`config.mk`:
```
export PLATFORM = sky130hd
export DESIGN_NAME = fetch_ctrl
export DESIGN_NICKNAME = d
export VERILOG_FILES = /design/src/rtl/fetch_ctrl.sv
export SDC_FILE = /design/constraint.sdc
export NUM_CORES = 1
export LEC_CHECK = 0
export CORE_ASPECT_RATIO = 0.8
export CORE_MARGIN = 2
export CORE_UTILIZATION = 34
export CTS_BUF_LIST = sky130_fd_sc_hd__clkbuf_2 sky130_fd_sc_hd__clkbuf_4 sky130_fd_sc_hd__clkbuf_8
export DETAILED_ROUTE_END_ITERATION = 8
export GPL_TIMING_DRIVEN = 0
export PLACE_DENSITY_LB_ADDON = 0.05
export RECOVER_POWER = 50
export SLEW_MARGIN = 40
export SYNTH_ARGS = -nofsm -noshare
export SYNTH_HDL_FRONTEND = slang
export SYNTH_SLANG_ARGS = --single-unit
```
`constraint.sdc`:
```
create_clock -name clk -period 1.9 [get_ports clk]
set_clock_uncertainty 0.05 [all_clocks]
set_input_delay 0.285 -clock clk [delete_from_list [all_inputs] [get_ports clk]]
set_output_delay 0.285 -clock clk [all_outputs]
set_load 0.02 [all_outputs]
```
`src/rtl/fetch_ctrl.sv`:
```
`default_nettype none
// +--------------------------------------------------------------------------+
// | Module      : fetch_ctrl                                                 |
// | Description : Instruction-fetch sequencer. Owns the PC, selects the next |
// |               fetch address (sequential, branch/jump, exception entry,   |
// |               eret return) and drives the instruction-memory word index. |
// |               Optional fetch address error (AdEL) detection is built     |
// |               when the macro FETCH_ADEL_CHECK_EN is defined.             |
// | Revision    : 1.0 - initial release                                      |
// +--------------------------------------------------------------------------+
module fetch_ctrl #(
  parameter logic [31:0] RESET_PC   = 32'h0000_3000,
  parameter logic [31:0] HANDLER_PC = 32'h0000_4180,
  parameter int          ADR_BITS   = 12
) (
  input  logic                clk,
  input  logic                reset,
  input  logic                stall,
  input  logic                br_valid,
  input  logic [31:0]         br_target,
  input  logic                exc_req,
  input  logic                eret_req,
  input  logic [31:0]         epc,
  input  logic [31:0]         im_instr,
  output logic [31:0]         pc,
  output logic [ADR_BITS-1:0] im_addr,
  output logic [31:0]         instr,
  output logic                fetch_adel,
  output logic                in_handler
);

  typedef enum logic [0:0] {
    RUN     = 1'b0,
    HANDLER = 1'b1
  } state_t;

  state_t      state;
  state_t      state_nxt;
  logic [31:0] pc_nxt;
  logic [31:0] pc_off;
  logic        unused_off_bits;

  // PC and mode register; reset discards every request in its cycle
  always_ff @(posedge clk) begin
    if (reset) begin
      pc    <= RESET_PC;
      state <= RUN;
    end else begin
      pc    <= pc_nxt;
      state <= state_nxt;
    end
  end

  // Next-PC / next-mode selection: exception beats eret, both beat stall,
  // a branch seen during stall is dropped because D presents it again
  always_comb begin
    pc_nxt    = pc + 32'd4;
    state_nxt = state;
    if (exc_req) begin
      pc_nxt    = HANDLER_PC;
      state_nxt = HANDLER;
    end else if (eret_req) begin
      pc_nxt    = epc;
      state_nxt = RUN;
    end else if (stall) begin
      pc_nxt    = pc;
    end else if (br_valid) begin
      pc_nxt    = br_target;
    end
  end

  assign in_handler = (state == HANDLER);

  // Word index relative to the memory base; upper bits simply truncate
  assign pc_off          = pc - RESET_PC;
  assign im_addr         = pc_off[ADR_BITS+1:2];
  assign unused_off_bits = ^{pc_off[31:ADR_BITS+2], pc_off[1:0]};

`ifdef FETCH_ADEL_CHECK_EN
  // One past the last byte of instruction memory, kept 33 bits wide so a
  // memory ending at the top of the address space does not overflow
  localparam logic [32:0] PC_LIMIT = {1'b0, RESET_PC} + (33'd4 << ADR_BITS);

  assign fetch_adel = (pc[1:0] != 2'b00)
                    || (pc < RESET_PC)
                    || ({1'b0, pc} >= PC_LIMIT);
  assign instr      = fetch_adel ? 32'h0000_0000 : im_instr;
`else
  assign fetch_adel = 1'b0;
  assign instr      = im_instr;
`endif

endmodule
`default_nettype wire

```
== After elaboration in Yosys (flattened, before gate mapping) ==
Cells that the tools add are included.

* Add/sub/neg operators: 2
* Multiply operators: 0
* Div/mod/pow operators: 0
* Magnitude comparators: 0
* Eq/ne operators: 2
* Shift operators: 0
* Muxes and demuxes: 6
* Bitwise gates (word level): 0
* Reductions and logical operators: 2

{| class="wikitable"
|+ Operators with widths
! operator !! count
|-
| two-way mux 32 bit || 3
|-
| adder 32 x 3 -> 32 bit (second input constant) || 1
|-
| two-way mux 15 bit || 1
|-
| subtractor 14 bit (second input constant) || 1
|-
| inequality test 3 x 1 -> 1 bit (second input constant) || 1
|-
| two-way mux 1 bit || 2
|-
| inequality test 2 x 1 -> 1 bit (second input constant) || 1
|-
| nonzero test 2 bit || 1
|-
| OR reduction 2 bit || 1
|}

* Flip-flop bits (word level): 33
* Latch bits: 0
* Memory bits (writable): 0
* ROM bits: 0
* Input bits: 102
* Output and inout port bits: 78
* Memories kept: 0

== Longest topological paths before layout ==
Gate-level depths: netlist (run 1).

* Word-level depth: 5
* Depth in mapped cells: 7
* Mapped depth without buffers: 6

== Worst setup path before layout (run 1) ==
OpenSTA, ideal clock, no wires.

* Kind: reg-to-reg
* Start point: register pc[2]
* End point: register pc[28]
* Library setup time: 0.079 ns
* Arrival time: 1.985 ns
* Path slack: -0.214 ns
* Cell stages (with the launch flop): 7
* Path buffers: 0
* Period minus slack after synthesis: 2.114 ns
* Path through: dfxtp_1 ha_1 nand3_1 nor4_4 nand3_2 or4_1 o211ai_1

* Word-level cells in the longest chain between the ends: 4

{| class="wikitable"
|+ Ends and longest elaborated chain
! element !! RTL line !! source
|-
| start, declared || 25 || <nowiki>output logic [31:0] pc,</nowiki>
|-
| start signal, assigned || 49 || <nowiki>pc <= pc_nxt;</nowiki>
|-
| adder 32 x 3 -> 32 bit || 57 || <nowiki>pc_nxt = pc + 32'd4;</nowiki>
|-
| two-way mux 32 bit || 67 || <nowiki>end else if (br_valid) begin</nowiki>
|-
| two-way mux 32 bit || 65 || <nowiki>end else if (stall) begin</nowiki>
|-
| two-way mux 32 bit || 62 || <nowiki>end else if (eret_req) begin</nowiki>
|}

Every way passes these cells. The select of a mux whose other input is x is not followed.
A chain may end at the register's enable or synchronous reset.

== Final worst setup path (run 1) ==
* Start point: input port eret_req
* End point: register pc[29]

* Word-level cells in the longest chain between the ends: 1
* Elaborated cells between the ends (all ways): 2
* Those cells by class: eq/ne (1); mux (1)

{| class="wikitable"
|+ Ends and longest elaborated chain
! element !! RTL line !! source
|-
| start, declared || 22 || <nowiki>input logic eret_req,</nowiki>
|-
| inequality test 2 x 1 -> 1 bit (no source line) or two-way mux 32 bit (tied branches) || - ||
|}

Parallel ways exist; a longest one is shown, timed or not.

==> flow_summary.ini, run 1 <==
[finish]
finalNetCount = 662
multi_input_area_um2 = 1748
area_growth_pct = 71.17
layout-drive-gt1-share = 0.2254
diodes = 0
ff_latch_area_um2 = 700.7
final_common_cell = clkdlybuf4s50_1
layout_common_cells = clkdlybuf4s50_1, buf_4, a21oi_1, dlygate4sd3_1
fin_cells = 667
nFillCells = 728

[critical_path]
end_kind = flip-flop
required_ns = 2.10
rrSetupSlack_ns = 0.05
worstReg2RegStart = pc[20]
arrival_ns = 2.09
worst_r2r_endpoint = pc[31]
cp_max_fo = 9
critPathLaunchType = primary input
path_class = primary input to flip-flop
reg2reg_depth = 5

[placement]
io_buffers = 143
place_inst = 642
dp_hpwl_um = 8623
gp_congestion = 0.8741

[outcome]
status = finished clean

[global_route]
grt_max_degree = 11
grt_usage = 0.2449
antenna_found_initial = 0
grt_pass1_vias = 3255
overflow = 0
grt_pass1_wl_um = 17110

[detailed_routing]
drt_iter0_markers = 270
vias_per_cell = 5.516
ant_nets = 0
drt_wl_total_um = 11680
first_pass_iters = 6
routedWlPerCell_um = 17.52
drc = 0
vias = 3679

[timing]
relSlewSlack = 0.5815
final_max_slew_viol_count = 0
period_needed_ns = 1.891
rsz0062_at_grt = true
fin_tns_setup_ns = 0
max_freq_mhz = 528.7
fin_crit_sh = 0.9954
setup_viol = 0
finalHoldWorstSlack_ns = 0.2802
tightest_slew_ns = 0.6278
hold_violations = 0

[floorplanning]
start_util = 0.3507
io_pins = 180
dieHeight_um = 84.97
rows = 29
coreArea_um2 = 7946
fp.dieW_um = 105.2
fp.dieArea_um2 = 8940

[clock_network]
cts_tree = done
clk_path_buf_depth = 2
cts.sinks = 33
cts_made_buffers = 5
worstSkewPairLatency_ns = 0.30
root_buffer = clkbuf_8
clk_pin_slew_ns = 0.08
htree_levels = 2

[power_and_ir_drop]
vdd_drop_max_v = 0.0002283
power_uw = 2202
static-leakage-power_uw = 0.001866
p_per_area_nw_per_um2 = 461.6

[yosys]
syn_area_um2 = 2786
syn_nets = 495
ys_seq_area_frac = 0.2371
synth_area_per_cell_um2 = 7.126
synth_cell_type_count = 55
synth_cells = 391
synth-seq-cells = 33
yosys_warnings = 0
async_flop_share = 0
synth_edf_count = 0
synth-main-ff-cell = dfxtp_1

[hold_path]
min_to = in_handler
hold_path.class = primary input to flip-flop
holdPathStages = 2
worstHoldStart = reset

[job]
max_cap_violations = 0
final cells by class:
cell class,count,area share
multi-input combinational,277,0.3665
timing repair buffer,161,0.3303
sequential,33,0.1469
buffer,67,0.09575
tap,108,0.02833
clock buffer,7,0.02020
inverter,13,0.01102
clock inverter,1,0.001049
worst max-delay path by stage:
stage             start      to  slack, ns  cells past startpoint
2_1_floorplan    pc[10]  pc[28]      -0.03                      6
3_3_place_gp   eret_req  pc[31]      -1.10                      7
3_5_place_dp   eret_req  pc[31]      -1.12                      7
4_1_cts        br_valid  pc[15]     0.0007                      8
5_1_grt          pc[10]  pc[31]      -0.03                      6
6_report       eret_req  pc[29]      0.009                      6
critical path, cell delays in order:
cell	delay (ns)
clkdlybuf4s50_1	0.51
nor2_4	0.30
nand2_2	0.21
or4_1	0.51
o22ai_1	0.14
nand2b_1	0.12
repair_timing:
item	in CTS	in global routing
pin swaps	4	12
endpoints found under the setup margin	33	29
gates resized for setup	29	38
hold buffers	0	0
setup buffers	6	12
metal layers:
metal	GRT usage	up-vias	share of wire
met3	0.05760	24	0.11
met2	0.3859	264	0.44
met1	0.3411	1663	0.44
met5	0	-	0
met4	0.05333	0	0.013
li1	-	1728	-
per-stage QoR:
step / worst slack [ns] / utilization / area [µm²]
floorplan: -0.02525 / - / 2799
global placement: -1.099 / 0.5494 / 4365
detailed placement: -1.124 / 0.5494 / 4365
CTS: 0.0007361 / 0.5763 / 4579
global route: -0.03398 / 0.6002 / 4770
finish: 0.008649 / 0.6002 / 4770
cell usage after synthesis (all sizes together) (3+ instances only):
cell / number / share of area
nor2b: 4 / 0.0090
inv: 12 / 0.016
nand4: 13 / 0.035
nand3: 17 / 0.032
o21ai: 33 / 0.059
a31oi: 6 / 0.013
or4: 4 / 0.012
dfxtp: 33 / 0.24
nor2: 29 / 0.042
or2: 3 / 0.0067
mux2i: 8 / 0.029
buf: 49 / 0.12
nand2: 29 / 0.039
nor3: 7 / 0.013
a211oi: 9 / 0.024
o31ai: 3 / 0.0081
o22ai: 7 / 0.016
nor4: 9 / 0.035
o211ai: 5 / 0.013
clkbuf: 19 / 0.026
nand3b: 7 / 0.019
nand2b: 3 / 0.0067
a21oi: 51 / 0.092
state kept, by name, indices dropped and copies added (netlist names), named ones only:
| name | flops |
|---|---|
| in_handler | 1 |
| pc | 30 |
power by group:
group | internal (µW) | switching, µW
clock | 328 | 296
combinational | 412 | 384
sequential | 724 | 57.5
cell families (layout without fill, tap and decap cells):
logic type | Yosys count | in the layout | share of synthesized area
compound gates | 131 | 131 | 0.2793
other cells | 1 | 1 | 0.001346
mux | 8 | 8 | 0.02874
buf+inv | 81 | 249 | 0.1675
flops | 33 | 33 | 0.2371
xor+xnor | 2 | 2 | 0.006288
fa+ha+maj | 2 | 2 | 0.008979
simple gates | 133 | 133 | 0.2708
(Power assumes the default switching activity.)
==> inputs of run 2 (changes only) <==
--- a/config.mk
+++ b/config.mk
@@ -9,6 +9,7 @@
 export CORE_MARGIN = 2
 export CORE_UTILIZATION = 34
 export CTS_BUF_LIST = sky130_fd_sc_hd__clkbuf_2 sky130_fd_sc_hd__clkbuf_4 sky130_fd_sc_hd__clkbuf_8
+export CTS_CLUSTER_SIZE = 20
 export DETAILED_ROUTE_END_ITERATION = 8
 export GPL_TIMING_DRIVEN = 0
 export PLACE_DENSITY_LB_ADDON = 0.05
==> results of run 2 <==
No change in the layout: final DEF, timing and power equal those of run 1.
==> inputs of run 3 (changes only) <==
--- a/config.mk
+++ b/config.mk
@@ -9,7 +9,6 @@
 export CORE_MARGIN = 2
 export CORE_UTILIZATION = 34
 export CTS_BUF_LIST = sky130_fd_sc_hd__clkbuf_2 sky130_fd_sc_hd__clkbuf_4 sky130_fd_sc_hd__clkbuf_8
-export CTS_CLUSTER_SIZE = 20
 export DETAILED_ROUTE_END_ITERATION = 8
 export GPL_TIMING_DRIVEN = 0
 export PLACE_DENSITY_LB_ADDON = 0.05
==> results of run 3 <==
No change in the layout: final DEF, timing and power equal those of run 1.
